File: config.mk
export PLATFORM = sky130hd
export DESIGN_NAME = bist_pattern_generator
export DESIGN_NICKNAME = d
export VERILOG_FILES = /design/src/rtl/bist_pattern_generator_pkg.sv /design/src/rtl/bist_lfsr_step.sv /design/src/rtl/bist_pattern_generator.sv
export SDC_FILE = /design/constraint.sdc
export NUM_CORES = 1
export LEC_CHECK = 0
export ABC_AREA = 1
export CAP_MARGIN = 20
export CORE_MARGIN = 1.5
export CORE_UTILIZATION = 37
export DETAILED_ROUTE_END_ITERATION = 12
export GPL_TIMING_DRIVEN = 1
export PLACE_DENSITY = 0.68
export SLEW_MARGIN = 15
export SYNTH_ARGS = -nofsm -noshare
export SYNTH_HDL_FRONTEND = slang
export SYNTH_SLANG_ARGS = --single-unit
File: constraint.sdc
create_clock -name clk_i -period 1.9 [get_ports clk_i]
set_input_delay 0.57 -clock clk_i [delete_from_list [all_inputs] [get_ports clk_i]]
set_output_delay 0.57 -clock clk_i [all_outputs]
set_load 0.02 [all_outputs]
File: src/rtl/bist_pattern_generator_pkg.sv
// Shared constants and types for the BIST pattern generator.
// Optional ramp pattern is enabled with the BIST_PATTERN_RAMP_EN macro.
package bist_pattern_generator_pkg;

  // Pixel width matches the widest pixel the gray/Sobel pipeline accepts.
  localparam int PIXEL_WIDTH_IN = 24;
  localparam int COUNT_WIDTH    = 16;

  // Seed used whenever the supplied seed would lock the LFSR at zero.
  localparam logic [PIXEL_WIDTH_IN-1:0] DEFAULT_SEED = 24'h000001;

  // Polynomial x^24 + x^23 + x^22 + x^17 + 1 expressed as register taps.
  localparam int LFSR_TAP_A = 23;
  localparam int LFSR_TAP_B = 22;
  localparam int LFSR_TAP_C = 21;
  localparam int LFSR_TAP_D = 16;
  localparam logic [PIXEL_WIDTH_IN-1:0] LFSR_TAP_MASK = 24'hE10000;

  typedef enum logic [1:0] {
    IDLE = 2'd0,
    RUN  = 2'd1,
    DONE = 2'd2
  } state_t;

`ifdef BIST_PATTERN_RAMP_EN
  typedef enum logic {
    MODE_LFSR = 1'b0,
    MODE_RAMP = 1'b1
  } mode_t;
`endif

  // Feedback bit is the XOR (parity) of the tapped register bits.
  function automatic logic lfsr_feedback(input logic [PIXEL_WIDTH_IN-1:0] value);
    return ^(value & LFSR_TAP_MASK);
  endfunction

endpackage

File: src/rtl/bist_lfsr_step.sv
// Combinational next-state of the 24-bit Fibonacci LFSR (left shift).
// Kept separate so checkers can reuse the exact same step function.
module bist_lfsr_step
  import bist_pattern_generator_pkg::*;
(
  input  logic [PIXEL_WIDTH_IN-1:0] lfsr_cur,
  output logic [PIXEL_WIDTH_IN-1:0] lfsr_next
);

  // Shift left and insert the tap parity into bit 0.
  always_comb begin
    lfsr_next = {lfsr_cur[PIXEL_WIDTH_IN-2:0], lfsr_feedback(lfsr_cur)};
  end

endmodule

File: src/rtl/bist_pattern_generator.sv
// BIST stimulus source: streams a deterministic pixel sequence over a
// valid/ready handshake into the pipeline input. A run is started with
// start_i, emits num_pixels_i pixels and then parks in DONE.
// Optional macro BIST_PATTERN_RAMP_EN adds mode_i and a +1 ramp pattern.
module bist_pattern_generator
  import bist_pattern_generator_pkg::*;
(
  input  logic                      clk_i,
  input  logic                      nreset_i,
  input  logic                      start_i,
  input  logic                      clear_i,
  input  logic [PIXEL_WIDTH_IN-1:0] seed_i,
  input  logic [COUNT_WIDTH-1:0]    num_pixels_i,
  input  logic                      rdy_i,
`ifdef BIST_PATTERN_RAMP_EN
  input  logic                      mode_i,
`endif
  output logic                      valid_o,
  output logic [PIXEL_WIDTH_IN-1:0] pixel_o,
  output logic                      busy_o,
  output logic                      done_o,
  output logic [COUNT_WIDTH-1:0]    count_o
);

  state_t                    state_r;
  logic [PIXEL_WIDTH_IN-1:0] lfsr_r;
  logic [COUNT_WIDTH-1:0]    count_r;
  logic [COUNT_WIDTH-1:0]    npix_r;
  logic                      valid_r;
  logic                      busy_r;
  logic                      done_r;

  logic [PIXEL_WIDTH_IN-1:0] lfsr_next_s;
  logic [PIXEL_WIDTH_IN-1:0] pat_next_s;
  logic [PIXEL_WIDTH_IN-1:0] load_value_s;
  logic                      last_s;
  logic                      xfer_s;

`ifdef BIST_PATTERN_RAMP_EN
  mode_t                     mode_r;
`endif

  bist_lfsr_step u_lfsr_step (
    .lfsr_cur  (lfsr_r),
    .lfsr_next (lfsr_next_s)
  );

  // Select the next pattern word: LFSR step, or +1 when a ramp run is active.
  always_comb begin
    pat_next_s = lfsr_next_s;
`ifdef BIST_PATTERN_RAMP_EN
    if (mode_r == MODE_RAMP) begin
      pat_next_s = lfsr_r + 24'd1;
    end else begin
      pat_next_s = lfsr_next_s;
    end
`endif
  end

  // Value loaded on start: a zero seed would stall the LFSR, so it is replaced;
  // ramp runs are allowed to start from zero.
  always_comb begin
    if (seed_i == {PIXEL_WIDTH_IN{1'b0}}) begin
      load_value_s = DEFAULT_SEED;
    end else begin
      load_value_s = seed_i;
    end
`ifdef BIST_PATTERN_RAMP_EN
    if (mode_i == 1'b1) begin
      load_value_s = seed_i;
    end else begin
      load_value_s = (seed_i == {PIXEL_WIDTH_IN{1'b0}}) ? DEFAULT_SEED : seed_i;
    end
`endif
  end

  // A transfer happens only while the pixel is offered; the last one ends the run.
  always_comb begin
    xfer_s = valid_r & rdy_i;
    last_s = (count_r == (npix_r - 16'd1));
  end

  // Run-control FSM with counter, pattern register and registered status outputs.
  always_ff @(posedge clk_i) begin
    if (!nreset_i) begin
      state_r <= IDLE;
      lfsr_r  <= {PIXEL_WIDTH_IN{1'b0}};
      count_r <= {COUNT_WIDTH{1'b0}};
      npix_r  <= {COUNT_WIDTH{1'b0}};
      valid_r <= 1'b0;
      busy_r  <= 1'b0;
      done_r  <= 1'b0;
`ifdef BIST_PATTERN_RAMP_EN
      mode_r  <= MODE_LFSR;
`endif
    end else if (clear_i) begin
      // Abort from any state; an offered but unaccepted pixel is dropped.
      state_r <= IDLE;
      lfsr_r  <= {PIXEL_WIDTH_IN{1'b0}};
      count_r <= {COUNT_WIDTH{1'b0}};
      valid_r <= 1'b0;
      busy_r  <= 1'b0;
      done_r  <= 1'b0;
    end else begin
      case (state_r)
        IDLE, DONE: begin
          if (start_i) begin
            lfsr_r  <= load_value_s;
            count_r <= {COUNT_WIDTH{1'b0}};
            npix_r  <= num_pixels_i;
`ifdef BIST_PATTERN_RAMP_EN
            mode_r  <= mode_i ? MODE_RAMP : MODE_LFSR;
`endif
            if (num_pixels_i == {COUNT_WIDTH{1'b0}}) begin
              state_r <= DONE;
              valid_r <= 1'b0;
              busy_r  <= 1'b0;
              done_r  <= 1'b1;
            end else begin
              state_r <= RUN;
              valid_r <= 1'b1;
              busy_r  <= 1'b1;
              done_r  <= 1'b0;
            end
          end else begin
            state_r <= state_r;
          end
        end
        RUN: begin
          // start_i is ignored here; only the handshake advances the run.
          if (xfer_s) begin
            lfsr_r  <= pat_next_s;
            count_r <= count_r + 16'd1;
            if (last_s) begin
              state_r <= DONE;
              valid_r <= 1'b0;
              busy_r  <= 1'b0;
              done_r  <= 1'b1;
            end else begin
              state_r <= RUN;
            end
          end else begin
            state_r <= RUN;
          end
        end
        default: begin
          state_r <= IDLE;
          lfsr_r  <= {PIXEL_WIDTH_IN{1'b0}};
          count_r <= {COUNT_WIDTH{1'b0}};
          valid_r <= 1'b0;
          busy_r  <= 1'b0;
          done_r  <= 1'b0;
        end
      endcase
    end
  end

  assign valid_o = valid_r;
  assign pixel_o = lfsr_r;
  assign busy_o  = busy_r;
  assign done_o  = done_r;
  assign count_o = count_r;

endmodule
==> summary.txt, run 1 <==
Power and ir drop
  • Worst IR Drop VDD: 0.3761 mV
  • Lkg Pwr: 0.002290 uW
  • Sw frac: 0.3007
  • Clk pwr share: 0.345
  • Sequential Power Share: 0.422
  • PD cells: 688.9 mW/mm2
  • Int Power: 2271 uW
  • P_sw: 976.5 uW
  • Gate power share: 0.233

Global route
  • Gr ovfl total: 0
  • GRT Util Overall: 0.2056
  • Largest net degree at the start of global routing: 33
  • Initial antenna violation count: 1
  • First-pass GRT wire length: 15.92 mm
  • Number of global-route vias before repair: 3481

Routing
  • Antenna-violating nets left: 0
  • Via/cell ratio: 5.081
  • Post-DR wirelength/cell: 13.55 um
  • Via count: 3592
  • Final wirelength: 9.582 mm
  • Initial DRT Pass Iterations: 4
  • DRC: 0
  • Drt initial violations: 188

Timing
  • Final count of negative-setup-slack endpoints: 0
  • Final setup margin: 0.03994 ns
  • Worst slew pin tran: 0.3148 ns
  • Fin. Hold Viols: 0
  • Clk_skew: 0.006427 ns
  • Slew HR: 0.7882
  • TNS Setup: 0 ns
  • Clock period minus final worst setup slack: 1.860 ns
  • Fin. max-slew vios: 0
  • FMAX: 0.5376 GHz
  • Unrepaired setup endpoints after global routing: yes
  • Period utilization: 0.9790

Floorplan
  • Io pins: 88
  • Die area: 0.009493 mm2
  • Die width: 97.43 um
  • FP Rows: 34
  • Core area: 0.008678 mm2
  • Starting density of the core: 0.3802
  • DIE HEIGHT: 97.43 um

Worst setup path
  • CP required: 1.33 ns
  • Critical-path maximum fanout: 2
  • Family with the most delay on the worst path: buffers and inverters
  • Critical path's largest stage delay: 0.61 ns
  • Setup CP Type: register to output pin
  • Critical Path End Type: output pin
  • Crit start category: register
  • Arr. time, crit path: 1.29 ns
  • Slowest stage cell on the critical path: clkdlybuf4s50_1
  • Buf+Inv Stages, Crit Path: 1
  • Critical path cell sequence: clkdlybuf4s50_1

Yosys
  • Unique cell type count in the Yosys netlist: 38
  • Post-synthesis xor/xnor area fraction: 0.02920
  • Post-Synth Adder-Cell Area: 0.007584
  • Synthesized area: 0.003299 mm2
  • Yosys warnings: 0
  • Post-synthesis mux area share: 0
  • Synthesized net count: 534
  • Number of synthesized flops with an enable pin: 0
  • Largest family of logic cells by synthesized area: simple AND/OR/NAND/NOR gates
  • Synthesized instance count: 487
  • Syn avg cell area: 6.775 um2
  • Top_reg_cell synth: dfxtp_1
  • Compound-cell area share of the yosys netlist: 0.2196
  • Synth async-reset ratio: 0
  • Post-synthesis sequential area ratio: 0.3641
  • Simple-Gate Fraction of Synth Area: 0.2981
  • Number of synthesized register bits: 60

Status
  • Status: finished, final reports clean

Clocking
  • CTS max path bufs: 2
  • Worst-Skew Late Latency: 0.34 ns
  • Clk slew on worst S/H paths: 0.07 ns
  • TritonCTS buffer count: 9
  • H-tree levels: 3
  • CTS tree: done
  • Clk sinks: 60
  • Root Driver: clkbuf_8

Final layout
  • Fraction of layout cells with a size suffix above 1: 0.1438
  • Filler Cell Count: 873
  • Layout overhead on the synthesized area: 42.85%
  • Layout net count: 641
  • Final core utilization: 0.5431

Hold path
  • Hold WC Path Type: register to register

Placement
  • Setup WS pre-CTS: -0.4145 ns
  • I/O Buffers: 87
  • Estimated wirelength of the detail-placed design: 7.209 mm
  • Placer Congestion: 0.8776

Run
  • Max-cap violations: 0
-- timing repair --
action / in CTS / in global routing
pin swaps: 3 / 16
endpoints found under the setup margin: 34 / 26
setup buffers: 0 / 2
hold buffers: 0 / 0
gates cloned: 0 / 0
gates resized for setup: 40 / 27
-- worst paths after layout --
| path | start | to | slack (ns) | cells after the start |
|---|---|---|---|---|
| worst max-delay path | done_o | done_o | 0.04 | 1 |
| worst min-delay path | npix_r[15] | npix_r[15] | 0.46 | 2 |
| worst max register to register | npix_r[1] | done_o | 0.10 | 17 |
| worst min register to register | npix_r[15] | npix_r[15] | 0.46 | 2 |
-- stage by stage --
stage / instances / total power [uW] / instance area, um2 / hold WS, ns
6_report: 707 / 3247 / 4713 / 0.4629
5_1_grt: 707 / 3435 / 4713 / 0.5065
4_1_cts: 704 / 3245 / 4617 / 0.4664
3_5_place_dp: 689 / 2127 / 4433 / 0.4558
3_3_place_gp: 689 / 2121 / 4433 / 0.4430
2_1_floorplan: 487 / 1821 / 3299 / 0.4349
-- cells in the final DEF (no fill, tap or decap), drive strengths merged --
| master | synthesis | final |
|---|---|---|
| nand2 | 111 | 111 |
| a21oi | 75 | 75 |
| dfxtp | 60 | 60 |
| o21ai | 58 | 58 |
| inv | 48 | 49 |
| nor2 | 47 | 47 |
| clkdlybuf4s50 | 0 | 43 |
| dlygate4sd2 | 0 | 32 |
| buf | 6 | 27 |
| nand3 | 21 | 21 |
| dlymetal6s2s | 0 | 12 |
| clkbuf | 12 | 10 |
| nor4 | 10 | 10 |
| xor2 | 8 | 8 |
| nor3 | 6 | 6 |
| nand4 | 5 | 5 |
| nand3b | 4 | 4 |
| a221oi | 3 | 3 |
| xnor2 | 3 | 3 |
| clkinv | 1 | 3 |
| ha | 2 | 2 |
| diode | 0 | 1 |
| or2 | 1 | 1 |
| a31oi | 1 | 1 |
| and3 | 1 | 1 |
| a211oi | 1 | 1 |
| and2 | 1 | 1 |
| o21bai | 1 | 1 |
| o211ai | 1 | 1 |
| clkinvlp | 0 | 1 |
| bufinv | 0 | 1 |
-- synth_stat cells, types with 4 or more instances --
master	n	area share
a21oi_1	75	0.11
buf_2	4	0.0061
nand4_1	4	0.0076
nor2_2	7	0.013
xor2_1	8	0.021
nand3b_1	4	0.0091
nor2_4	6	0.020
nand2_2	6	0.011
inv_1	45	0.051
nand2_1	104	0.12
o21ai_0	55	0.083
nor2_1	34	0.039
dfxtp_1	60	0.36
nor3_1	4	0.0061
clkbuf_1	11	0.013
nand3_1	20	0.030
nor4_1	10	0.019
-- worst register-to-register path: stages (launching register included) --
cell and delay, ns:
dfxtp_2 0.33, inv_2 0.08, ha_4 0.16, buf_6 0.10
inv_2 0.03, nand2_2 0.06, nand2_1 0.05, nand2_1 0.05
nand2_1 0.06, a21oi_2 0.10, nand2_1 0.08, nor2_2 0.11
nand3_2 0.10, o21bai_4 0.19, nand2_1 0.07, nand2_1 0.06
nand2_1 0.04, nor2_1 0.08
-- power groups by stage --
stage | registers [uW] | clock network, uW | logic, uW
3_3_place_gp | 1390 | 0 | 727
6_report | 1370 | 1120 | 757
3_5_place_dp | 1390 | 0 | 733
5_1_grt | 1380 | 1210 | 849
2_1_floorplan | 1420 | 0 | 399
4_1_cts | 1370 | 1140 | 733
-- layer usage --
| layer | share of wire | global-route usage |
|---|---|---|
| met1 | 0.46 | 0.2620 |
| met2 | 0.46 | 0.3291 |
| met3 | 0.066 | 0.06187 |
| met4 | 0.015 | 0.07363 |
| met5 | 0 | 0 |
-- kinds of logic (layout without fill, tap and decap cells) --
kind of cell,after synthesis,count (layout)
flops,60,60
fa+ha+maj,2,2
xor+xnor,11,11
compound gates,140,140
other cells,0,1
simple gates,207,207
buf+inv,67,178
-- final cells by class --
type	instances	area, um2	area share
flip-flops and latches	60	1204	0.2554
well taps	108	135.1	0.02867
clock inverters	5	52.55	0.01115
diodes	1	2.502	0.0005309
multi-input cells	360	1906	0.4043
repair buffers	114	1092	0.2317
clock buffers	10	137.6	0.02920
inverters	49	183.9	0.03902
-- flip-flops by register name, indices dropped and copies added, names as in the netlist --
signal and flops:
state_r 2, npix_r 16, pixel_o 24, busy_o 1
done_o 1, count_o 16
(Power assumes the default switching activity.)
==> run 2, diff against run 1 <==
--- a/config.mk
+++ b/config.mk
@@ -10,8 +10,10 @@
 export CORE_MARGIN = 1.5
 export CORE_UTILIZATION = 37
 export DETAILED_ROUTE_END_ITERATION = 12
+export GPL_ROUTABILITY_DRIVEN = 0
 export GPL_TIMING_DRIVEN = 1
 export PLACE_DENSITY = 0.68
+export RECOVER_POWER = 100
 export SLEW_MARGIN = 15
 export SYNTH_ARGS = -nofsm -noshare
 export SYNTH_HDL_FRONTEND = slang
==> summary.txt, run 2 (synthesis gave the netlist of run 1 again) <==
Status
  • Status: finished, final reports clean (unchanged)

Final layout
  • Layout overhead on the synthesized area: 42.28% (was 42.85%)
  • Layout net count: 647 (was 641)
  • Largest register FFs: 24 (unchanged)
  • Area of the multi-input gates: 0.001917 mm2 (was 0.001906 mm2)
  • Cell Count, Final, Fillers Out: 713 (was 707)
  • Filler Cell Count: 892 (was 873)
  • Commonest non-fill, non-tap cell in the layout: nand2_1 (unchanged)
  • Register area: 0.001209 mm2 (was 0.001204 mm2)
  • Antenna cells: 0 (was 1)
  • Fraction of layout cells with a size suffix above 1: 0.1587 (was 0.1438)
  • Commonest non-fill, non-tap cells in the layout: 102 x nand2_1, 74 x a21oi_1, 54 x o21ai_0, 54 x dfxtp_1, 45 x inv_1 (was 100 x nand2_1, 74 x a21oi_1, 58 x dfxtp_1, 55 x o21ai_0)

Worst setup path
  • Critical Path End Type: register (was output pin)
  • Slowest stage cell on the critical path: dfxtp_2 (was clkdlybuf4s50_1)
  • Critical path's largest stage delay: 0.33 ns (was 0.61 ns)
  • CP most frequent cell: nand2_1
  • Arr. time, crit path: 2.09 ns (was 1.29 ns)
  • CP required: 2.19 ns (was 1.33 ns)
  • Setup CP Type: register to register (was register to output pin)
  • Crit start category: register (unchanged)
  • Buf+Inv Stages, Crit Path: 1 (unchanged)
  • Family with the most delay on the worst path: simple AND/OR/NAND/NOR gates (was buffers and inverters)
  • Critical path cell sequence: inv_2 > ha_4 > nand2_4 > nor2_4 > nand2_1 > nand3_1 > nand2_1 > nor2_1 > nand3_2 > o21bai_4 > nand2_1 > nand2_1 > nand2_1 > nor2_1 (was clkdlybuf4s50_1)
  • Critical-path maximum fanout: 5 (was 2)

Clocking
  • H-tree levels: 3 (unchanged)
  • Root Driver: clkbuf_8 (unchanged)
  • CTS tree: done (unchanged)
  • Cts hold-fix bufs: 0 (unchanged)
  • Worst-Skew Late Latency: 0.34 ns (about the same)
  • TritonCTS buffer count: 9 (unchanged)
  • CTS max path bufs: 2 (unchanged)
  • Clk slew on worst S/H paths: 0.08 ns (was 0.07 ns)
  • Clk sinks: 60 (unchanged)

Timing
  • Final count of negative-setup-slack endpoints: 0 (unchanged)
  • Worst slew pin tran: 0.5467 ns (was 0.3148 ns)
  • FMAX: 0.5552 GHz (was 0.5376 GHz)
  • Clock period minus final worst setup slack: 1.801 ns (was 1.860 ns)
  • Fin. Hold Viols: 0 (unchanged)
  • Clk_skew: 0.009361 ns (was 0.006427 ns)
  • Period utilization: 0.9479 (was 0.9790)
  • Slew HR: 0.6355 (was 0.7882)
  • Fin. max-slew vios: 0 (unchanged)
  • Unrepaired setup endpoints after global routing: yes (unchanged)

Routing
  • Post-DR wirelength/cell: 13.82 um (was 13.55 um)
  • Final wirelength: 9.857 mm (was 9.582 mm)
  • Via/cell ratio: 5.153 (was 5.081)
  • Drt initial violations: 150 (was 188)
  • Via count: 3674 (was 3592)
  • DRC: 0 (unchanged)
  • Initial DRT Pass Iterations: 6 (was 4)
  • Antenna-violating nets left: 0 (unchanged)

Power and ir drop
  • Lkg Pwr: 0.002177 uW (was 0.002290 uW)
  • Worst IR Drop VDD: 0.3426 mV (was 0.3761 mV)
  • PD cells: 671.3 mW/mm2 (was 688.9 mW/mm2)
  • Overall Power: 3152 uW (was 3247 uW)

Global route
  • GRT Util Overall: 0.2131 (was 0.2056)
  • Gr ovfl total: 0 (unchanged)
  • Number of global-route vias before repair: 3526 (was 3481)
  • Initial antenna violation count: 0 (was 1)
  • First-pass GRT wire length: 16.56 mm (was 15.92 mm)
  • Largest net degree at the start of global routing: 33 (unchanged)

Placement
  • Estimated wirelength of the detail-placed design: 7.242 mm (was 7.209 mm)
  • Inst Count DP: 693 (was 689)
  • I/O Buffers: 87 (unchanged)

Floorplan
  • DIE HEIGHT: 97.43 um (unchanged)
  • Core area: 0.008678 mm2 (unchanged)
  • Die area: 0.009493 mm2 (unchanged)
  • Die width: 97.43 um (unchanged)
  • Starting density of the core: 0.3802 (unchanged)
  • Io pins: 88 (unchanged)
  • FP Rows: 34 (unchanged)

Run
  • Max-cap violations: 0 (unchanged)

Hold path
  • Hold WC Path Type: register to register (unchanged)
[run 2: cell types whose count changed in the layout (fill, tap and decap cells not counted), moves of 3 or more]
cell            previous run  this run
clkbuf_1                   0         3
dlygate4sd2_1             32        39
dlymetal6s2s_1            12         3
buf_4                     24        30
inv_2                      6         3
dfxtp_1                   58        54
clkinv_4                   0         3
dfxtp_2                    2         6
[run 2: through the flow]
step,instance area (um2),TNS (ns),util,hold WS [ns],setup slack [ns]
3_3_place_gp,4463,-11.84,0.5143,0.4484,-0.3742
4_1_cts,4641,0,0.5347,0.4629,0.00002676
3_5_place_dp,4463,-13.87,0.5143,0.4525,-0.4385
5_1_grt,4695,-0.03681,0.5409,0.5060,-0.02367
6_report,4695,0,0.5409,0.4604,0.09900
2_1_floorplan,3299,0,-,0.4349,0.1612
[run 2: layout make-up]
| type | instances | share of cell area |
|---|---|---|
| Clock inverter | 7 | 0.01146 |
| Tap cell | 108 | 0.02878 |
| Multi-Input combinational cell | 360 | 0.4083 |
| Sequential cell | 60 | 0.2575 |
| Inverter | 49 | 0.03918 |
| Timing Repair Buffer | 120 | 0.2284 |
| Clock buffer | 9 | 0.02639 |
[run 2: repair_timing]
item / 4_1_cts / 5_1_grt
gates resized for setup: 46 / 27
pin swaps: 10 / 11
setup endpoints to repair: 51 / 14
setup buffers: 3 / 1
[run 2: worst paths after layout]
path / endpoint / cells after the start / startpoint / slack [ns]
worst min-delay path: npix_r[15] / 2 / npix_r[15] / 0.46
worst max register to register: done_o / 14 / npix_r[1] / 0.1
worst max-delay path: done_o / 14 / npix_r[1] / 0.1
worst min register to register: npix_r[15] / 2 / npix_r[15] / 0.46
[run 2: per-layer routing]
metal  vias up  track usage  wire length [um]
li1       1852            -                 -
met1      1688       0.2718              4473
met2       118       0.3408              4527
met3        16      0.05755               696
met4         0      0.08681               159
met5         -            0                 0
[run 2: worst reg2reg max path: stages, from the launching register on]
cell,delay [ns]
dfxtp_2,0.33
inv_2,0.07
ha_4,0.16
nand2_4,0.08
nor2_4,0.19
nand2_1,0.09
nand3_1,0.10
nand2_1,0.06
nor2_1,0.11
nand3_2,0.14
o21bai_4,0.16
nand2_1,0.08
nand2_1,0.06
nand2_1,0.04
nor2_1,0.08
[run 2: report_power, final]
group / total [uW] / internal [uW] / leakage, uW / switching [uW]
logic: 750 / 318 / 0.00160 / 432
registers: 1370 / 1310 / 0.000493 / 56.3
clock network: 1030 / 476 / 0.0000814 / 555
